File: src/rtl/wb_pkg.sv
// Shared constants and types for the register-file write-port arbiter.
package wb_pkg;

    localparam int DW    = 32;
    localparam int AW    = 5;
    localparam int DEPTH = 4;

    localparam logic [AW-1:0] REG_ZERO = '0;

    typedef struct packed {
        logic          live;
        logic [AW-1:0] wr;
        logic [DW-1:0] d;
    } wb_entry_t;

endpackage

File: src/rtl/wb_queue.sv
// In-order circular buffer of pending multi-cycle results with per-entry live
// bits, kill-by-address and address-match outputs for hazard detection.
module wb_queue #(
    parameter int DW    = 32,
    parameter int AW    = 5,
    parameter int DEPTH = 4
) (
    input  logic                     Clk,
    input  logic                     Clrn,
    input  logic                     push,
    input  logic [AW-1:0]            push_wr,
    input  logic [DW-1:0]            push_d,
    input  logic                     pop,
    input  logic                     kill,
    input  logic [AW-1:0]            kill_wr,
    output logic                     head_live,
    output logic [AW-1:0]            head_wr,
    output logic [DW-1:0]            head_d,
    output logic [$clog2(DEPTH):0]   count,
    input  logic [AW-1:0]            chk_a,
    input  logic [AW-1:0]            chk_b,
    output logic                     match_a,
    output logic                     match_b
);

    localparam int PW = $clog2(DEPTH);
    localparam int CW = PW + 1;

    logic          live_q [DEPTH];
    logic [AW-1:0] wr_q   [DEPTH];
    logic [DW-1:0] d_q    [DEPTH];
    logic [PW-1:0] rd_ptr;
    logic [PW-1:0] wr_ptr;
    logic [CW-1:0] count_q;
    logic          do_push;
    logic          do_pop;

    assign do_push = push && (count_q < CW'(DEPTH));
    assign do_pop  = pop && (count_q != '0);

    always_ff @(posedge Clk or negedge Clrn) begin
        if (!Clrn) begin
            for (int unsigned i = 0; i < DEPTH; i++) begin
                live_q[i] <= 1'b0;
            end
            rd_ptr  <= '0;
            wr_ptr  <= '0;
            count_q <= '0;
        end else begin
            // Later assignments override the kill: a popped slot is freed and
            // a freshly pushed entry is always live.
            for (int unsigned i = 0; i < DEPTH; i++) begin
                if (kill && live_q[i] && (wr_q[i] == kill_wr)) begin
                    live_q[i] <= 1'b0;
                end
            end
            if (do_pop) begin
                live_q[rd_ptr] <= 1'b0;
                rd_ptr         <= rd_ptr + PW'(1);
            end
            if (do_push) begin
                live_q[wr_ptr] <= 1'b1;
                wr_ptr         <= wr_ptr + PW'(1);
            end
            case ({do_push, do_pop})
                2'b10:   count_q <= count_q + CW'(1);
                2'b01:   count_q <= count_q - CW'(1);
                default: count_q <= count_q;
            endcase
        end
    end

    // Payload needs no reset; only live bits decide whether a slot matters.
    always_ff @(posedge Clk) begin
        if (do_push) begin
            wr_q[wr_ptr] <= push_wr;
            d_q[wr_ptr]  <= push_d;
        end
    end

    always_comb begin
        match_a = 1'b0;
        match_b = 1'b0;
        for (int unsigned i = 0; i < DEPTH; i++) begin
            if (live_q[i] && (wr_q[i] == chk_a)) match_a = 1'b1;
            if (live_q[i] && (wr_q[i] == chk_b)) match_b = 1'b1;
        end
    end

    assign head_live = live_q[rd_ptr];
    assign head_wr   = wr_q[rd_ptr];
    assign head_d    = d_q[rd_ptr];
    assign count     = count_q;

endmodule

File: src/rtl/wb_arbiter.sv
// Register-file write-port arbiter: ALU results take priority, multi-cycle
// results drain from an in-order queue, hazard flags guard issue-stage reads.
module wb_arbiter #(
    parameter int DW    = wb_pkg::DW,
    parameter int AW    = wb_pkg::AW,
    parameter int DEPTH = wb_pkg::DEPTH
) (
    input  logic                    Clk,
    input  logic                    Clrn,
    input  logic                    AluValid,
    input  logic [AW-1:0]           AluWr,
    input  logic [DW-1:0]           AluD,
    input  logic                    LongValid,
    output logic                    LongReady,
    input  logic [AW-1:0]           LongWr,
    input  logic [DW-1:0]           LongD,
    input  logic [AW-1:0]           ChkRa,
    input  logic [AW-1:0]           ChkRb,
    output logic                    HazA,
    output logic                    HazB,
    output logic                    We,
    output logic [AW-1:0]           Wr,
    output logic [DW-1:0]           D,
    output logic [$clog2(DEPTH):0]  Count
);

    import wb_pkg::*;

    localparam int CW = $clog2(DEPTH) + 1;
    localparam logic [AW-1:0] ZERO = AW'(REG_ZERO);

    logic          alu_wr_en;
    logic          push;
    logic          pop;
    logic          head_live;
    logic [AW-1:0] head_wr;
    logic [DW-1:0] head_d;
    logic          match_a;
    logic          match_b;

    assign alu_wr_en = AluValid && (AluWr != ZERO);
    assign LongReady = Clrn && (Count < CW'(DEPTH));
    // Accepted writes to r0 complete the handshake but are never queued.
    assign push      = LongValid && LongReady && (LongWr != ZERO);
    assign pop       = !alu_wr_en && (Count != '0);

    wb_queue #(
        .DW    (DW),
        .AW    (AW),
        .DEPTH (DEPTH)
    ) u_queue (
        .Clk       (Clk),
        .Clrn      (Clrn),
        .push      (push),
        .push_wr   (LongWr),
        .push_d    (LongD),
        .pop       (pop),
        .kill      (alu_wr_en),
        .kill_wr   (AluWr),
        .head_live (head_live),
        .head_wr   (head_wr),
        .head_d    (head_d),
        .count     (Count),
        .chk_a     (ChkRa),
        .chk_b     (ChkRb),
        .match_a   (match_a),
        .match_b   (match_b)
    );

    always_ff @(posedge Clk or negedge Clrn) begin
        if (!Clrn) begin
            We <= 1'b0;
            Wr <= '0;
            D  <= '0;
        end else if (alu_wr_en) begin
            We <= 1'b1;
            Wr <= AluWr;
            D  <= AluD;
        end else if (pop) begin
            We <= head_live;
            if (head_live) begin
                Wr <= head_wr;
                D  <= head_d;
            end
        end else begin
            We <= 1'b0;
        end
    end

    assign HazA = (ChkRa != ZERO) && (match_a || (We && (Wr == ChkRa)));
    assign HazB = (ChkRb != ZERO) && (match_b || (We && (Wr == ChkRb)));

endmodule
File: config.mk
export PLATFORM = sky130hd
export DESIGN_NAME = wb_arbiter
export DESIGN_NICKNAME = d
export VERILOG_FILES = /design/src/rtl/wb_pkg.sv /design/src/rtl/wb_queue.sv /design/src/rtl/wb_arbiter.sv
export SDC_FILE = /design/constraint.sdc
export NUM_CORES = 1
export LEC_CHECK = 0
export CORE_MARGIN = 8
export CORE_UTILIZATION = 30
export DETAILED_ROUTE_END_ITERATION = 16
export PLACE_DENSITY = 0.53
export SLEW_MARGIN = 20
export SYNTH_ARGS = -nofsm -noshare
export SYNTH_HDL_FRONTEND = slang
export SYNTH_SLANG_ARGS = --single-unit
File: constraint.sdc
create_clock -name Clk -period 3.4 [get_ports Clk]
set_clock_uncertainty 0.1 [all_clocks]
set_input_delay 0.68 -clock Clk [delete_from_list [all_inputs] [get_ports Clk]]
set_output_delay 0.68 -clock Clk [all_outputs]
set_load 0.01 [all_outputs]
======== Yosys cells after proc, flatten, opt, wreduce, memory -nomap -nowiden ========
Memories as Yosys holds them, arrays and structs flattened.
Cells that the tools add are included.
cells by class
  add/subtract/negate cells ............... 4
  multiply operators ...................... 0
  divide/modulo/power cells ............... 0
  magnitude comparators ................... 5
  eq/ne operators ......................... 16
  shift operators ......................... 0
  muxes and demuxes ....................... 32
  bitwise logic cells ..................... 5
  reduce and logical (&&, ||, !) cells .... 41
operators by type and width
  operator                                                                       count
  32-bit 2-to-1 mux                                                              3
  5-bit == test                                                                  14
  1-bit logical AND                                                              29
  1-bit 2-to-1 mux                                                               20
  5-bit nonzero test                                                             4
  5-bit 2-to-1 mux                                                               3
  4-bit 2-to-1 mux                                                               2
  3-bit >= comparator (second input constant)                                    2
  3-bit by 1-bit less-than comparator with 1-bit output (second input constant)  2
  2-bit NOT with 3-bit output                                                    2
  3-bit one-hot mux with 2 select lines                                          1
  2-bit nonzero test                                                             3
  2-bit by 1-bit adder with 2-bit output (second input constant)                 2
  4-bit bitwise AND                                                              1
  1-bit demux with 2-bit select                                                  2
  4-bit NOT                                                                      1
  4-bit OR                                                                       1
  3-bit by 1-bit adder with 3-bit output (second input constant)                 1
  3-bit less-than comparator (second input constant)                             1
  3-bit nonzero test                                                             1
  3-bit by 1-bit subtractor with 3-bit output (second input constant)            1
  1-bit binary-select mux with 2-bit select                                      1
  2-bit by 1-bit == test with 1-bit output (second input constant)               1
  2-bit == test (second input constant)                                          1
  3 further kinds                                                                4
word-level totals
  register bits after elaboration ......... 49
  latch bits .............................. 0
  RAM bits ................................ 148
  memory bits (read-only) ................. 0
  bits of input ports ..................... 88
  output and inout bits ................... 44
  word-level logic and storage cells ...... 115
  memories kept ........................... 2
memories
  memory        depth  bits a word  rd ports  clocked after Yosys merged registers in  write ports  RTL line        RTL
  u_queue.d_q   4      32           1         0                                        1            wb_queue.sv:31  logic [DW-1:0] d_q [DEPTH];
  u_queue.wr_q  4      5            5         0                                        1            wb_queue.sv:30  logic [AW-1:0] wr_q [DEPTH];

======== Logic depth before layout (Yosys ltp) ========
  depth in word-level cells ............... 10
  mapped depth ............................ 12
  gate-level depth less buffers ........... 10

======== Hierarchy ========
From an unflattened synthesis, not the netlist that was laid out.
second synthesis, totals
  cell total of the unflattened synthesis .. 496
  area total of the unflattened synthesis .. 8,723.4 um2
by module, submodules not included
  module      times used  cells each  area an instance (um2)  seq. area each (um2)
  wb_queue    1           338         6,661.4                 4,719.5
  wb_arbiter  1           158         2,062.0                 950.9

======== Worst setup path after synthesis ========
No wires, ideal clock.
  path type ............................... input-to-reg
  from .................................... in AluWr[2]
  to ...................................... reg u_queue.count_q[2], in the netlist u_queue.count[2]
  setup time .............................. 0.079 ns
  data arrival time ....................... 2.858 ns
  required time ........................... 3.221 ns
  setup slack ............................. 0.363 ns
  cell stages on the path ................. 12
  path buffers ............................ 3
  cells stage by stage .................... buf_2 or4_4 o21ai_2 buf_6 o31a_4 buf_6 ha_1 inv_1 fa_1 xor2_1 nor2_1 xor2_1
between the ends
  word-level cells in the longest chain between the ends .. 7
  elaborated cells on any way between the ends .. 9
  those cells by class .................... 2 x eq/ne; 1 x mux; 6 x reduce/logical
RTL lines
  element                                                                             RTL line          RTL
  start: declaration                                                                  wb_arbiter.sv:11  input logic [AW-1:0] AluWr,
  5-bit nonzero test *                                                                wb_arbiter.sv:41  assign alu_wr_en = AluValid && (AluWr != ZERO);
  1-bit logical AND *                                                                 wb_arbiter.sv:41
  1-bit zero test *                                                                   wb_arbiter.sv:45  assign pop = !alu_wr_en && (Count != '0);
  1-bit logical AND *                                                                 wb_arbiter.sv:45
  1-bit logical AND *                                                                 wb_queue.sv:39    assign do_pop = pop && (count_q != '0);
  2-bit by 1-bit == test with 1-bit output / 2-bit == test (equally long branches)    wb_queue.sv:65    case ({do_push, do_pop})
  3-bit one-hot mux with 2 select lines / 2-bit nonzero test (equally long branches)  -
  end signal: assignment                                                              wb_queue.sv:66    2'b10: count_q <= count_q + CW'(1);
  end signal: assignment                                                              wb_queue.sv:67    2'b01: count_q <= count_q - CW'(1);
  end signal: assignment                                                              wb_queue.sv:68    default: count_q <= count_q;
  end: declaration                                                                    wb_queue.sv:34    logic [CW-1:0] count_q;
Every way passes the cells marked *; elsewhere a longest branch is shown, timed or not.
A chain may end at the register's enable or synchronous reset.

======== Worst setup path in the final report ========
  from .................................... in ChkRa[3]
  to ...................................... out HazA
between the ends
  word-level cells in the longest chain between the ends .. 8
  elaborated cells on any way between the ends .. 17
  those cells by class .................... 5 x eq/ne; 4 x mux; 8 x reduce/logical
RTL lines
  element                         RTL line          RTL
  start: declaration              wb_arbiter.sv:17  input logic [AW-1:0] ChkRa,
  5-bit == test                   wb_queue.sv:85    if (live_q[i] && (wr_q[i] == chk_a)) match_a = 1'b1;
  1-bit logical AND               wb_queue.sv:85
  1-bit 2-to-1 mux (4 in series)  wb_queue.sv:85
  1-bit logical OR                wb_arbiter.sv:90  assign HazA = (ChkRa != ZERO) && (match_a || (We && (Wr == ChkRa)));
  1-bit logical AND *             wb_arbiter.sv:90
  end: declaration                wb_arbiter.sv:19  output logic HazA,
Marks and branches as above.

==> results.cfg <==
[outcome]
status = completed

[worst_setup_path]
critical_path.slowest_cell = clkdlybuf4s50_1
crit_path_max_fanout = 6
required_ns = 2.62
worstSetupStartpointType = input port
critPathArrivalTime_ns = 2.20
cp_slowest_stage_delay_ns = 0.41
family_with_the_most_delay_on_the_worst_path = buffers and inverters
type_of_the_setup_path_with_the_least_slack = in2out
cp_cell_sequence = clkdlybuf4s50_1 -> buf_4 -> xor2_1 -> nor4_1 -> nand3_1 -> nand2_1 -> o22a_1 -> dlymetal6s2s_1
critPathCaptureType = primary output
cp_num_buf_inv = 3

[logic_synthesis]
syn_avg_cell_area_um2 = 16.1
synth-warning-count = 0
syn-cell-area_um2 = 8620
yosysUniqueCellTypes = 33
synth.yosys.seq_area_share_pct = 65.8
syn_inst = 536
synth_seq_cells = 197
syn_nets = 634

[route]
drt_first_pass_iters = 4
post_drt_wl_per_cell_um = 20.2
detail_route.drc_violations = 0
first_iter_violations = 167
via_per_inst = 4.61
finalWirelength_um = 21700
final_antenna_net_count = 0
total_number_of_vias = 4956

[clock_tree]
total_number_of_clock_tree_sinks = 197
clock_tree.htree_level_count = 4
post-cts-setup-buffers = 0
clk-insertion-delay-late_ns = 0.42
tritoncts_clock_tree = built
clk_pin_slew_worst_paths_ns = 0.08
postCtsHoldBufs = 0
clk_root_buffer_cell = clkbuf_16
numCtsBuffers = 17
cts_max_path_buffers = 2

[finish]
drive_above_1_share_pct = 15.8
filler_cell_count = 2663
diodes = 0
instances_no_fill = 1074
syn2layout_area_growth_pct = 28.2
multi_input_comb_area_um2 = 2740
post_route_cell_area_um2 = 11100
area.sequential_um2 = 5670
layout.cells.most_common_list = 148 x edfxtp_1, 121 x clkdlybuf4s50_1, 54 x xor2_1, 47 x dfrtp_1, 39 x nor2_1
final_nets = 775
mostFrequentLayoutCell = edfxtp_1

[global_route]
antenna_found_initial = 1
grt_pass1_vias = 5427
grt_pass1_wl_um = 32700
grt.total_usage_pct = 12.8
grt_max_degree = 50
globalRoute.totalOverflow = 0

[timing]
report.final.setup_viol = 0
fmax_ghz = 0.336
final_layout_setup_total_negative_slack_ns = 0
post-route-period-util_pct = 87.6
fin_crit_ns = 2.98
report.final.hold_viol_count = 0
final_max_slew_viol_count = 0
rsz0062_at_grt = no
max-slew-margin-rel_pct = 50.1
worst_pin_slew_ns = 0.748
final.setup.worst_slack_ns = 0.422

[pwr]
power.total_mw = 7.89
powerDensity_nw_per_um2 = 714
static-leakage-power_nw = 4.00
max-vdd-ir-drop_uv = 313

[placed_design]
placed_cells_incl_taps = 1042
post-dp-hpwl_um = 15000
place_area_um2 = 10400
port_buffers = 131
post-place-ws_ns = -0.0953
gpl.final_weighted_congestion = 0.868

[floorplan]
io_pins = 132
floorplan.rows = 62
effective_utilization_at_floorplan_pct = 30.3
die_w_um = 186
core_outline_area_um2 = 28500
die_area_um2 = 34400
dieHeight_um = 186

[run]
cap_violations = 0

[min_path]
timing.hold.worst.class = in2async
[area by class of cell]
cell class	count	share of cell area (%)
clock buffer	17	3.85
multi-input combinational	295	24.8
clock inverter	15	1.66
sequential	197	51.3
inverter	8	0.272
tap	384	4.35
timing repair buffer	158	13.7
[synthesized netlist by cell type (all sizes together)]
master,number,area (µm²)
nor2,39,146
o31ai,1,7.51
xnor2,21,184
a21oi,37,185
and2,4,25.0
mux2i,37,370
nand2,8,32.5
buf,21,140
inv,8,30.0
o22a,2,17.5
edfxtp,148,4440
a32oi,4,35.0
dfrtp,49,1230
a21o,4,30.0
o21ai,3,18.8
nor3,1,5.00
a31oi,1,6.26
nor2b,1,6.26
ha,9,113
mux4,38,856
o31a,1,17.5
fa,1,20.0
nand3,12,60.1
or4,3,26.3
nor4,14,87.6
xor2,54,473
clkbuf,15,56.3
[per-layer routing]
layer / part of all wire [%] / up-vias / global-route usage, % / wire (µm)
li1: - / 2300 / - / -
met1: 44 / 2517 / 16.0 / 9460
met2: 49 / 113 / 21.4 / 10700
met3: 5.5 / 24 / 3.44 / 1190
met4: 1.5 / 2 / 3.91 / 324
met5: 0.041 / - / 0 / 9
[path summary, 6_finish.rpt]
path	end	slack [ns]	cells after the start	startpoint
worst max-delay path	HazA	0.42	8	ChkRa[3]
worst min-delay path	D[3]	0.31	2	Clrn
worst max register to register	D[15]	1.33	7	u_queue.live_q[3]
worst min register to register	D[6]	0.44	2	D[6]
max in group asynchronous	u_queue.rd_ptr[0]	2.34	2	Clrn
min in group Clk	D[6]	0.44	2	D[6]
[per-stage QoR]
step,utilization (%),hold WS [ns]
5_1_grt,38.8,0.353
6_report,38.8,0.308
4_1_cts,38.8,0.322
2_1_floorplan,-,0.284
3_3_place_gp,36.7,0.409
3_5_place_dp,36.7,0.419
[power breakdown]
part	total, mW	switching [mW]	internal [mW]
clock network	2.05	1.03	1.02
logic	2.51	1.18	1.33
registers	3.33	0.313	3.02
total	7.89	2.53	5.36
[worst reg2reg max path: stages, from the launching register on]
cell     delay (ns)
dfrtp_1        0.48
mux4_2         0.49
o31ai_1        0.08
buf_4          0.22
nand2_2        0.07
buf_4          0.27
nor2_1         0.20
a21oi_1        0.05
[cell families after synthesis]
| logic type | count (synthesis) | share of synthesized area, % |
|---|---|---|
| flip-flops | 197 | 65.8 |
| AND/OR/NAND/NOR | 82 | 4.51 |
| AO/OA/AOI/OAI | 53 | 3.69 |
| adder cells (fa/ha/maj) | 10 | 1.54 |
| buffers and inverters | 44 | 2.63 |
| multiplexers | 75 | 14.2 |
| XOR/XNOR | 75 | 7.62 |
[registers in the layout, summed over array words and instances (netlist names)]
| register | cells |
|---|---|
| u_queue.d_q | 128 |
| D | 32 |
| u_queue.wr_q | 20 |
| Wr | 5 |
| u_queue.live_q | 4 |
| u_queue.count | 3 |
| u_queue.rd_ptr | 2 |
| u_queue.wr_ptr | 2 |
| We | 1 |
[what timing repair did]
action                                  in CTS  in global routing
resized for setup                            8                  2
endpoints found under the setup margin       2                  2
pin swaps                                    1                  2
Power figures use the tool's default switching activity.
